`src/rtl/vga_scanout_if.sv`:
```
// Pixel stream from the source into the scanout FIFO.
// Handshake: a transfer happens on a Clk edge where pix_valid && pix_ready;
// the source holds pix_data stable while pix_valid is high and pix_ready is low.
interface vga_scanout_if;
   logic [23:0] pix_data;
   logic        pix_valid;
   logic        pix_ready;

   modport master (output pix_data, output pix_valid, input pix_ready);
   modport slave  (input pix_data, input pix_valid, output pix_ready);
endinterface

```
`src/rtl/vga_scanout.sv`:
```
// VGA raster generator with a small pixel FIFO; all display outputs are
// registered on the Clk edge where the half-rate VGA_CLK falls.
module vga_scanout #(
   parameter int H_VISIBLE  = 640,
   parameter int H_FRONT    = 16,
   parameter int H_SYNC     = 96,
   parameter int H_BACK     = 48,
   parameter int V_VISIBLE  = 480,
   parameter int V_FRONT    = 10,
   parameter int V_SYNC     = 2,
   parameter int V_BACK     = 33,
   parameter int FIFO_DEPTH = 16
) (
   input  logic        Clk,
   input  logic        Reset_n,
   vga_scanout_if.slave pix,
   output logic        frame_start,
   output logic        underflow,
   input  logic        clear_underflow,
   output logic [9:0]  DrawX,
   output logic [9:0]  DrawY,
   output logic [7:0]  VGA_R,
   output logic [7:0]  VGA_G,
   output logic [7:0]  VGA_B,
   output logic        VGA_CLK,
   output logic        VGA_HS,
   output logic        VGA_VS,
   output logic        VGA_BLANK_N,
   output logic        VGA_SYNC_N
);
   localparam int H_TOTAL = H_VISIBLE + H_FRONT + H_SYNC + H_BACK;
   localparam int V_TOTAL = V_VISIBLE + V_FRONT + V_SYNC + V_BACK;
   localparam int AW      = $clog2(FIFO_DEPTH);

   localparam logic [9:0] H_VIS    = 10'(H_VISIBLE);
   localparam logic [9:0] V_VIS    = 10'(V_VISIBLE);
   localparam logic [9:0] H_LAST   = 10'(H_TOTAL - 1);
   localparam logic [9:0] V_LAST   = 10'(V_TOTAL - 1);
   localparam logic [9:0] HS_START = 10'(H_VISIBLE + H_FRONT);
   localparam logic [9:0] HS_END   = 10'(H_VISIBLE + H_FRONT + H_SYNC);
   localparam logic [9:0] VS_START = 10'(V_VISIBLE + V_FRONT);
   localparam logic [9:0] VS_END   = 10'(V_VISIBLE + V_FRONT + V_SYNC);

   logic [9:0]    h, v;
   logic [23:0]   mem [FIFO_DEPTH];
   // Pointers carry one extra wrap bit so full and empty are distinguishable.
   logic [AW:0]   wr_ptr, rd_ptr;
   logic          empty, full, push, pop, pix_en, visible, underflow_set;

   always_comb begin
      empty         = (wr_ptr == rd_ptr);
      full          = (wr_ptr[AW] != rd_ptr[AW]) && (wr_ptr[AW-1:0] == rd_ptr[AW-1:0]);
      pix_en        = VGA_CLK;
      visible       = (h < H_VIS) && (v < V_VIS);
      push          = pix.pix_valid && !full;
      pop           = pix_en && visible && !empty;
      underflow_set = pix_en && visible && empty;
   end

   assign pix.pix_ready = !full;
   assign VGA_SYNC_N    = 1'b0;

   always_ff @(posedge Clk) begin
      if (push) mem[wr_ptr[AW-1:0]] <= pix.pix_data;
   end

   always_ff @(posedge Clk or negedge Reset_n) begin
      if (!Reset_n) begin
         VGA_CLK     <= 1'b0;
         h           <= '0;
         v           <= '0;
         wr_ptr      <= '0;
         rd_ptr      <= '0;
         underflow   <= 1'b0;
         frame_start <= 1'b0;
         VGA_HS      <= 1'b1;
         VGA_VS      <= 1'b1;
         VGA_BLANK_N <= 1'b0;
         DrawX       <= '0;
         DrawY       <= '0;
         VGA_R       <= '0;
         VGA_G       <= '0;
         VGA_B       <= '0;
      end else begin
         VGA_CLK     <= ~VGA_CLK;
         frame_start <= 1'b0;
         if (push) wr_ptr <= wr_ptr + 1'b1;
         if (pop)  rd_ptr <= rd_ptr + 1'b1;
         // A starved pixel on the same edge as a clear keeps the flag set.
         if (underflow_set)        underflow <= 1'b1;
         else if (clear_underflow) underflow <= 1'b0;
         if (pix_en) begin
            frame_start <= (h == '0) && (v == '0);
            VGA_HS      <= !((h >= HS_START) && (h < HS_END));
            VGA_VS      <= !((v >= VS_START) && (v < VS_END));
            VGA_BLANK_N <= visible;
            DrawX       <= h;
            DrawY       <= v;
            {VGA_R, VGA_G, VGA_B} <= pop ? mem[rd_ptr[AW-1:0]] : 24'd0;
            if (h == H_LAST) begin
               h <= '0;
               v <= (v == V_LAST) ? 10'd0 : v + 10'd1;
            end else begin
               h <= h + 10'd1;
            end
         end
      end
   end
endmodule

```
`src/flat_wrapper.sv`:
```
// flat-port wrapper written by rule: the top's interface ports become plain ports
module vga_scanout_flat 
#(
   parameter int H_VISIBLE  = 640,
   parameter int H_FRONT    = 16,
   parameter int H_SYNC     = 96,
   parameter int H_BACK     = 48,
   parameter int V_VISIBLE  = 480,
   parameter int V_FRONT    = 10,
   parameter int V_SYNC     = 2,
   parameter int V_BACK     = 33,
   parameter int FIFO_DEPTH = 16
)
  (Clk, Reset_n, frame_start, underflow, clear_underflow, DrawX, DrawY, VGA_R, VGA_G, VGA_B, VGA_CLK, VGA_HS, VGA_VS, VGA_BLANK_N, VGA_SYNC_N, pix_pix_data, pix_pix_valid, pix_pix_ready);
  vga_scanout_if pix_i ();
  input  logic Clk;
  input  logic Reset_n;
  output logic frame_start;
  output logic underflow;
  input  logic clear_underflow;
  output logic [9:0] DrawX;
  output logic [9:0] DrawY;
  output logic [7:0] VGA_R;
  output logic [7:0] VGA_G;
  output logic [7:0] VGA_B;
  output logic VGA_CLK;
  output logic VGA_HS;
  output logic VGA_VS;
  output logic VGA_BLANK_N;
  output logic VGA_SYNC_N;
  input wire logic [$bits(pix_i.pix_data)-1:0] pix_pix_data;
  input wire logic [$bits(pix_i.pix_valid)-1:0] pix_pix_valid;
  output wire logic [$bits(pix_i.pix_ready)-1:0] pix_pix_ready;
  assign pix_i.pix_data = pix_pix_data;
  assign pix_i.pix_valid = pix_pix_valid;
  assign pix_pix_ready = pix_i.pix_ready;
  vga_scanout #(.H_VISIBLE(H_VISIBLE), .H_FRONT(H_FRONT), .H_SYNC(H_SYNC), .H_BACK(H_BACK), .V_VISIBLE(V_VISIBLE), .V_FRONT(V_FRONT), .V_SYNC(V_SYNC), .V_BACK(V_BACK), .FIFO_DEPTH(FIFO_DEPTH)) u_core (.Clk(Clk), .Reset_n(Reset_n), .pix(pix_i), .frame_start(frame_start), .underflow(underflow), .clear_underflow(clear_underflow), .DrawX(DrawX), .DrawY(DrawY), .VGA_R(VGA_R), .VGA_G(VGA_G), .VGA_B(VGA_B), .VGA_CLK(VGA_CLK), .VGA_HS(VGA_HS), .VGA_VS(VGA_VS), .VGA_BLANK_N(VGA_BLANK_N), .VGA_SYNC_N(VGA_SYNC_N));
endmodule
```
`config.mk`:
```
export PLATFORM = sky130hd
export DESIGN_NAME = vga_scanout_flat
export DESIGN_NICKNAME = d
export VERILOG_FILES = /design/src/rtl/vga_scanout_if.sv /design/src/rtl/vga_scanout.sv /design/src/flat_wrapper.sv
export SDC_FILE = /design/constraint.sdc
export NUM_CORES = 1
export LEC_CHECK = 0
export BUFFER_PORTS_ARGS = -buffer_cell sky130_fd_sc_hd__buf_2
export CAP_MARGIN = 15
export CORE_MARGIN = 3
export CORE_UTILIZATION = 50
export DETAILED_ROUTE_END_ITERATION = 6
export PLACE_DENSITY_LB_ADDON = 0.3
export SLEW_MARGIN = 40
export SYNTH_ARGS = -nofsm -noshare
export SYNTH_HDL_FRONTEND = slang
export SYNTH_SLANG_ARGS = --single-unit
```
`constraint.sdc`:
```
create_clock -name Clk -period 5.27 [get_ports Clk]
set_input_delay 0.2635 -clock Clk [delete_from_list [all_inputs] [get_ports Clk]]
set_output_delay 0.2635 -clock Clk [all_outputs]
set_load 0.01 [all_outputs]
```
# Word level (Yosys, flattened, before mapping)

Memories as Yosys holds them, arrays and structs flattened.
Index checks and enable logic that the tools add are counted.

Bitwise operators: 1
Mux-type cells: 8
Equality and inequality tests: 5
Reduce and logical (&&, ||, !) cells: 17
Order comparisons: 6
Add/sub/neg operators: 4

Operators by type and width:

| operator                                                            | count |
|---|---|
| 2-to-1 mux 24 bit                                                   | 1 |
| adder 10 x 1 -> 10 bit (second input constant)                      | 2 |
| equality test 10 bit (second input constant)                        | 2 |
| zero test 10 bit                                                    | 2 |
| less-than comparator 10 bit (second input constant)                 | 2 |
| less-than comparator 10 x 9 -> 1 bit (second input constant)        | 2 |
| 2-to-1 mux 10 bit                                                   | 2 |
| adder 5 x 1 -> 5 bit (second input constant)                        | 2 |
| greater-or-equal comparator 10 bit (second input constant)          | 1 |
| greater-or-equal comparator 10 x 9 -> 1 bit (second input constant) | 1 |
| logical AND 1 bit                                                   | 9 |
| equality test 5 bit                                                 | 1 |
| 2-to-1 mux 1 bit                                                    | 5 |
| equality test 4 bit                                                 | 1 |
| zero test 1 bit                                                     | 4 |
| AND reduction 2 bit                                                 | 1 |
| nonzero test 2 bit                                                  | 1 |
| inequality test 1 bit                                               | 1 |
| inverter 1 bit                                                      | 1 |

Output and inout port bits: 52
Bits in writable memories: 384
Input port bits: 28
Register bits after elaboration: 80
Word-level logic and storage cells: 57
Memories: 1

Memories:

| name       | words | bits a word | rd ports | clocked after memory_dff | write ports | line              | text |
|---|---|---|---|---|---|---|---|
| u_core.mem | 16    | 24          | 1        | 0                        | 1           | vga_scanout.sv:45 | `logic [23:0] mem [FIFO_DEPTH];` |

# Logic depth before layout (Yosys ltp)

Depth after elaboration: 6
Depth in mapped cells: 8
Gate-level depth less buffers: 6

# Worst setup path after synthesis

Ideal clock, no wire load.

Path kind: register -> register
Start point: register u_core.rd_ptr[4]
End point: memory u_core.mem[3][0], enable pin
Path buffers: 0
Path slack: 2.142 ns
Stages on the path, launching flop included: 4
Data required time: 4.835 ns
Data arrival time: 2.693 ns
Setup time: 0.435 ns
Clock period less this slack: 3.128 ns
Cells stage by stage: dfrtp_1 > xnor2_1 > o211ai_1 > nor3_1

Cells in the longest elaborated chain, start to end: 6

RTL lines:

| item                                   | line              | text |
|---|---|---|
| from (decl)                            | vga_scanout.sv:47 | `logic [AW:0] wr_ptr, rd_ptr;` |
| from (signal assigned)                 | vga_scanout.sv:88 | `if (pop) rd_ptr <= rd_ptr + 1'b1;` |
| inequality test 1 bit                  | vga_scanout.sv:52 | `full = (wr_ptr[AW] != rd_ptr[AW]) && (wr_ptr[AW-1:0] == rd_ptr[AW-1:0]);` |
| logical AND 1 bit                      | vga_scanout.sv:52 |  |
| zero test 1 bit                        | vga_scanout.sv:55 | `push = pix.pix_valid && !full;` |
| logical AND 1 bit                      | vga_scanout.sv:55 |  |
| 2-to-1 mux 1 bit                       | vga_scanout.sv:64 | `if (push) mem[wr_ptr[AW-1:0]] <= pix.pix_data;` |
| 2-to-1 mux 1 bit (not written as such) | vga_scanout.sv:64 |  |
| to (decl)                              | vga_scanout.sv:45 |  |

Every way passes these cells.

# Worst setup path after layout

Start point: register u_core.rd_ptr[0]
End point: memory u_core.mem[5][17], enable pin

Cells in the longest elaborated chain, start to end: 6

RTL lines:

| item                                   | line |
|---|---|
| equality test 4 bit                    | vga_scanout.sv:52 |
| logical AND 1 bit                      | vga_scanout.sv:52 |
| zero test 1 bit                        | vga_scanout.sv:55 |
| logical AND 1 bit                      | vga_scanout.sv:55 |
| 2-to-1 mux 1 bit                       | vga_scanout.sv:64 |
| 2-to-1 mux 1 bit (not written as such) | vga_scanout.sv:64 |

Every way passes these cells.

==> flow_metrics.env <==
export IMPL_floorplan_io_pins=80
export IMPL_final_period_minus_worst_setup_slack_ns=3.295
export IMPL_synth_warning_count=0
export IMPL_final_net_count=1165
export IMPL_drt_wl_total_mm=39.24
export IMPL_timing_hold_worst_endpoint="u_core.wr_ptr[3]"
export IMPL_rsz_0062_raised_after_global_routing="no"
export IMPL_vias=9706
export IMPL_worst_r2r_path_depth=5
export IMPL_grt_start_max_net_pins=56
export IMPL_clock_latency_on_the_worst_skew_pair_ns=0.56
export IMPL_final_setup_tns_ns=0
export IMPL_route_antenna_remaining_nets=0
export IMPL_cts_root_buffer="sky130_fd_sc_hd__clkbuf_16"
export IMPL_layout_cells_most_common_list="sky130_fd_sc_hd__edfxtp_1 (384), sky130_fd_sc_hd__mux2i_1 (120), sky130_fd_sc_hd__buf_2 (77), sky130_fd_sc_hd__dfrtp_1 (73), sky130_fd_sc_hd__o22ai_1 (49)"
export IMPL_post_cts_resize_count=0
export IMPL_chipHeight_um=198.4
export IMPL_netlist_cell_types=48
export IMPL_worstSetupPathType="flop to flop"
export IMPL_clock_skew_ns=0.02581
export IMPL_worst_hold_path_num_cells=3
export IMPL_maxCapViolations=0
export IMPL_number_of_global_route_vias_before_repair=9805
export IMPL_status="completed"
export IMPL_worst_case_hold_slack_ns=0.05752
export IMPL_drtPass1Iterations=5
export IMPL_initial_core_util=0.5141
export IMPL_overflow=0
export IMPL_place_inst=1537
export IMPL_report_final_slew_viol_count=0
export IMPL_crit_path_cell_trace="xnor2_1 -> and4_1 -> a21boi_2 -> and3_1 -> buf_4"
export IMPL_core_box_area_sq_um=36000
export IMPL_number_of_enable_type_register_cells_in_the_synthesized_netlist=384
export IMPL_antenna_violations_before_repair=2
export IMPL_cp_data_required_time_ns=5.50
export IMPL_drt_iter0_drc=739
export IMPL_r2r_start="u_core.rd_ptr[0]"
export IMPL_max_slew_margin_rel=0.4724
export IMPL_area_growth_syn_to_layout_pct=12.85
export IMPL_clk_transition_reported_paths_ns=0.06
export IMPL_hp_start="pix_pix_valid"
export IMPL_port_buffers=78
export IMPL_cts_max_level=2
export IMPL_fillerInstances=2677
export IMPL_fin_crit_sh=0.6253
export IMPL_worstSetupStartpointType="flop"
export IMPL_hp_class="primary input to flop"
export IMPL_reg2reg_setup_slack_ns=1.97
export IMPL_instances_no_fill=1628
export IMPL_synth_top_flop_cell="sky130_fd_sc_hd__edfxtp_1"
export IMPL_timing_fmax_ghz=0.3035
export IMPL_grt_total_usage=0.2021
export IMPL_critPathMaxFanout=34
export IMPL_synth_nets=1070
export IMPL_dp_final_hpwl_mm=21.38
export IMPL_cts_hold_repair_buffers=2
export IMPL_power_ir_vdd_worst_mv=0.3093
export IMPL_setup_worst_path_end_class="flop"
export IMPL_r2r_end="u_core.mem[5][17]"
export IMPL_power_density_nw_per_um2=521.5
export IMPL_route_detailed_vias_per_inst=5.962
export IMPL_global_route_wire_length_before_repair_mm=59.87
export IMPL_cts_tree="done"
export IMPL_cts_buffers_inserted=48
export IMPL_place_congestion=0.7981
export IMPL_yosys_register_bits=464
export IMPL_die_width_um=198.4
export IMPL_post_drt_wl_per_cell_um=24.10
export IMPL_max_stage_delay_ns=0.84
export IMPL_finalSetupViolations=0
export IMPL_cp_data_arrival_time_ns=3.52
export IMPL_drcViolationCount=0
export IMPL_syn_area_sq_um=18510
export IMPL_clock_sink_count=464
export IMPL_netlist_instances=1033
export IMPL_worst_path_slowest_cell="sky130_fd_sc_hd__dfrtp_4"
export IMPL_cts_repair_timing_setup_buffer_count=0
export IMPL_max_clock_path_buffers=3
export IMPL_worst_margin_pin_slew_ns=0.7914
export IMPL_synth_async_reset_ratio=0.1724
export IMPL_final_common_cell="sky130_fd_sc_hd__edfxtp_1"
export IMPL_seq_total_area_yosys=0.7313
export IMPL_timing_hold_violations_final=0
export IMPL_row_count=69
export IMPL_fraction_of_final_layout_cells_with_drive_strength_greater_than_1=0.2341
export IMPL_floorplan_die_area_sq_um=39360
export IMPL_power_leakage_uw=0.007640
export IMPL_syn_mean_instance_area_sq_um=17.92
layer usage:
layer  vias up  GRT usage  wire, um
met1      5015     0.2986     17320
met2       351     0.3196     18430
met3        63    0.03625      2719
li1       4275          -         -
met5         -          0        13
met4         2    0.04561       748
layout make-up:
type	count	area, sq um	share of cell area
well taps	461	576.8	0.02762
clock inverters	22	180.2	0.008626
flip-flops and latches	464	13550	0.6487
repair buffers	106	615.6	0.02947
clock buffers	66	1289	0.06170
diodes	1	2.502	0.0001198
inverters	35	131.4	0.006290
multi-input cells	473	4542	0.2175
critical path: cells and delay by family, from the launching register on:
kind / cells / cell delay, ns
xor+xnor: 1 / 0.19
simple gates: 2 / 1.06
flops: 1 / 0.84
buf+inv: 1 / 0.40
compound gates: 1 / 0.48
flip-flops by register name, indices dropped and copies added (netlist names), 5 cells and up:
signal and count:
u_core.VGA_R 8, u_core.h 10, u_core.rd_ptr 5, u_core.v 10, u_core.VGA_G 8, u_core.mem 384
u_core.DrawX 10, u_core.VGA_B 8, u_core.wr_ptr 5, u_core.DrawY 10
worst max path at each step:
stage	start	cells after the start	to
final	u_core.rd_ptr[0]	5	u_core.mem[5][17]
after global routing	u_core.rd_ptr[3]	6	u_core.mem[5][17]
after CTS	u_core.rd_ptr[0]	5	u_core.mem[5][17]
after detailed placement	u_core.rd_ptr[0]	5	u_core.mem[5][18]
after global placement	u_core.rd_ptr[0]	5	u_core.mem[6][3]
after floorplan	u_core.rd_ptr[4]	3	u_core.mem[3][0]
power breakdown:
| group | switching [uW] | internal (uW) |
|---|---|---|
| combinational | 1640 | 1340 |
| clock | 1340 | 1810 |
| sequential | 309 | 4450 |
Yosys cell counts, drive strengths merged, types with 4 or more instances:
| master | n | share of area |
|---|---|---|
| mux4 | 48 | 0.058 |
| and4 | 4 | 0.0019 |
| clkbuf | 23 | 0.0048 |
| edfxtp | 384 | 0.62 |
| ha | 9 | 0.0061 |
| and3 | 19 | 0.0064 |
| nand2 | 22 | 0.0045 |
| nor3 | 30 | 0.0084 |
| nand4 | 8 | 0.0027 |
| mux2i | 120 | 0.065 |
| mux2 | 22 | 0.013 |
| inv | 35 | 0.0071 |
| o32ai | 25 | 0.020 |
| nor2 | 10 | 0.0020 |
| a21o | 4 | 0.0016 |
| buf | 38 | 0.012 |
| nand3 | 6 | 0.0016 |
| nor2b | 5 | 0.0017 |
| xor2 | 6 | 0.0028 |
| nor4 | 5 | 0.0017 |
| and2 | 27 | 0.0091 |
| dfrtp | 78 | 0.11 |
| xnor2 | 16 | 0.0076 |
| o21ai | 11 | 0.0030 |
| o22ai | 49 | 0.017 |
| a21oi | 4 | 0.0011 |
metrics by stage:
step                instance area, sq um  worst slack (ns)  utilization  total power (uW)
global placement                   19380             2.050       0.5383              7751
CTS                                20870             1.969       0.5797             10980
finish                             20890             1.975       0.5802             10890
detailed placement                 19380             1.997       0.5384              7822
floorplan                          18510             2.142            -              6974
global route                       20890             1.786       0.5802             11390
logic make-up (layout without fill, tap and decap cells):
kind of cell | Yosys count | in the layout | synth area share
AO/OA/AOI/OAI | 106 | 106 | 0.04766
XOR/XNOR | 22 | 22 | 0.01041
adder cells (fa/ha/maj) | 9 | 9 | 0.006084
buffers and inverters | 96 | 229 | 0.02413
flip-flops | 464 | 464 | 0.7313
multiplexers | 190 | 190 | 0.1367
other | 1 | 2 | 0.0002026
AND/OR/NAND/NOR | 145 | 145 | 0.04347
(Power assumes the default switching activity.)
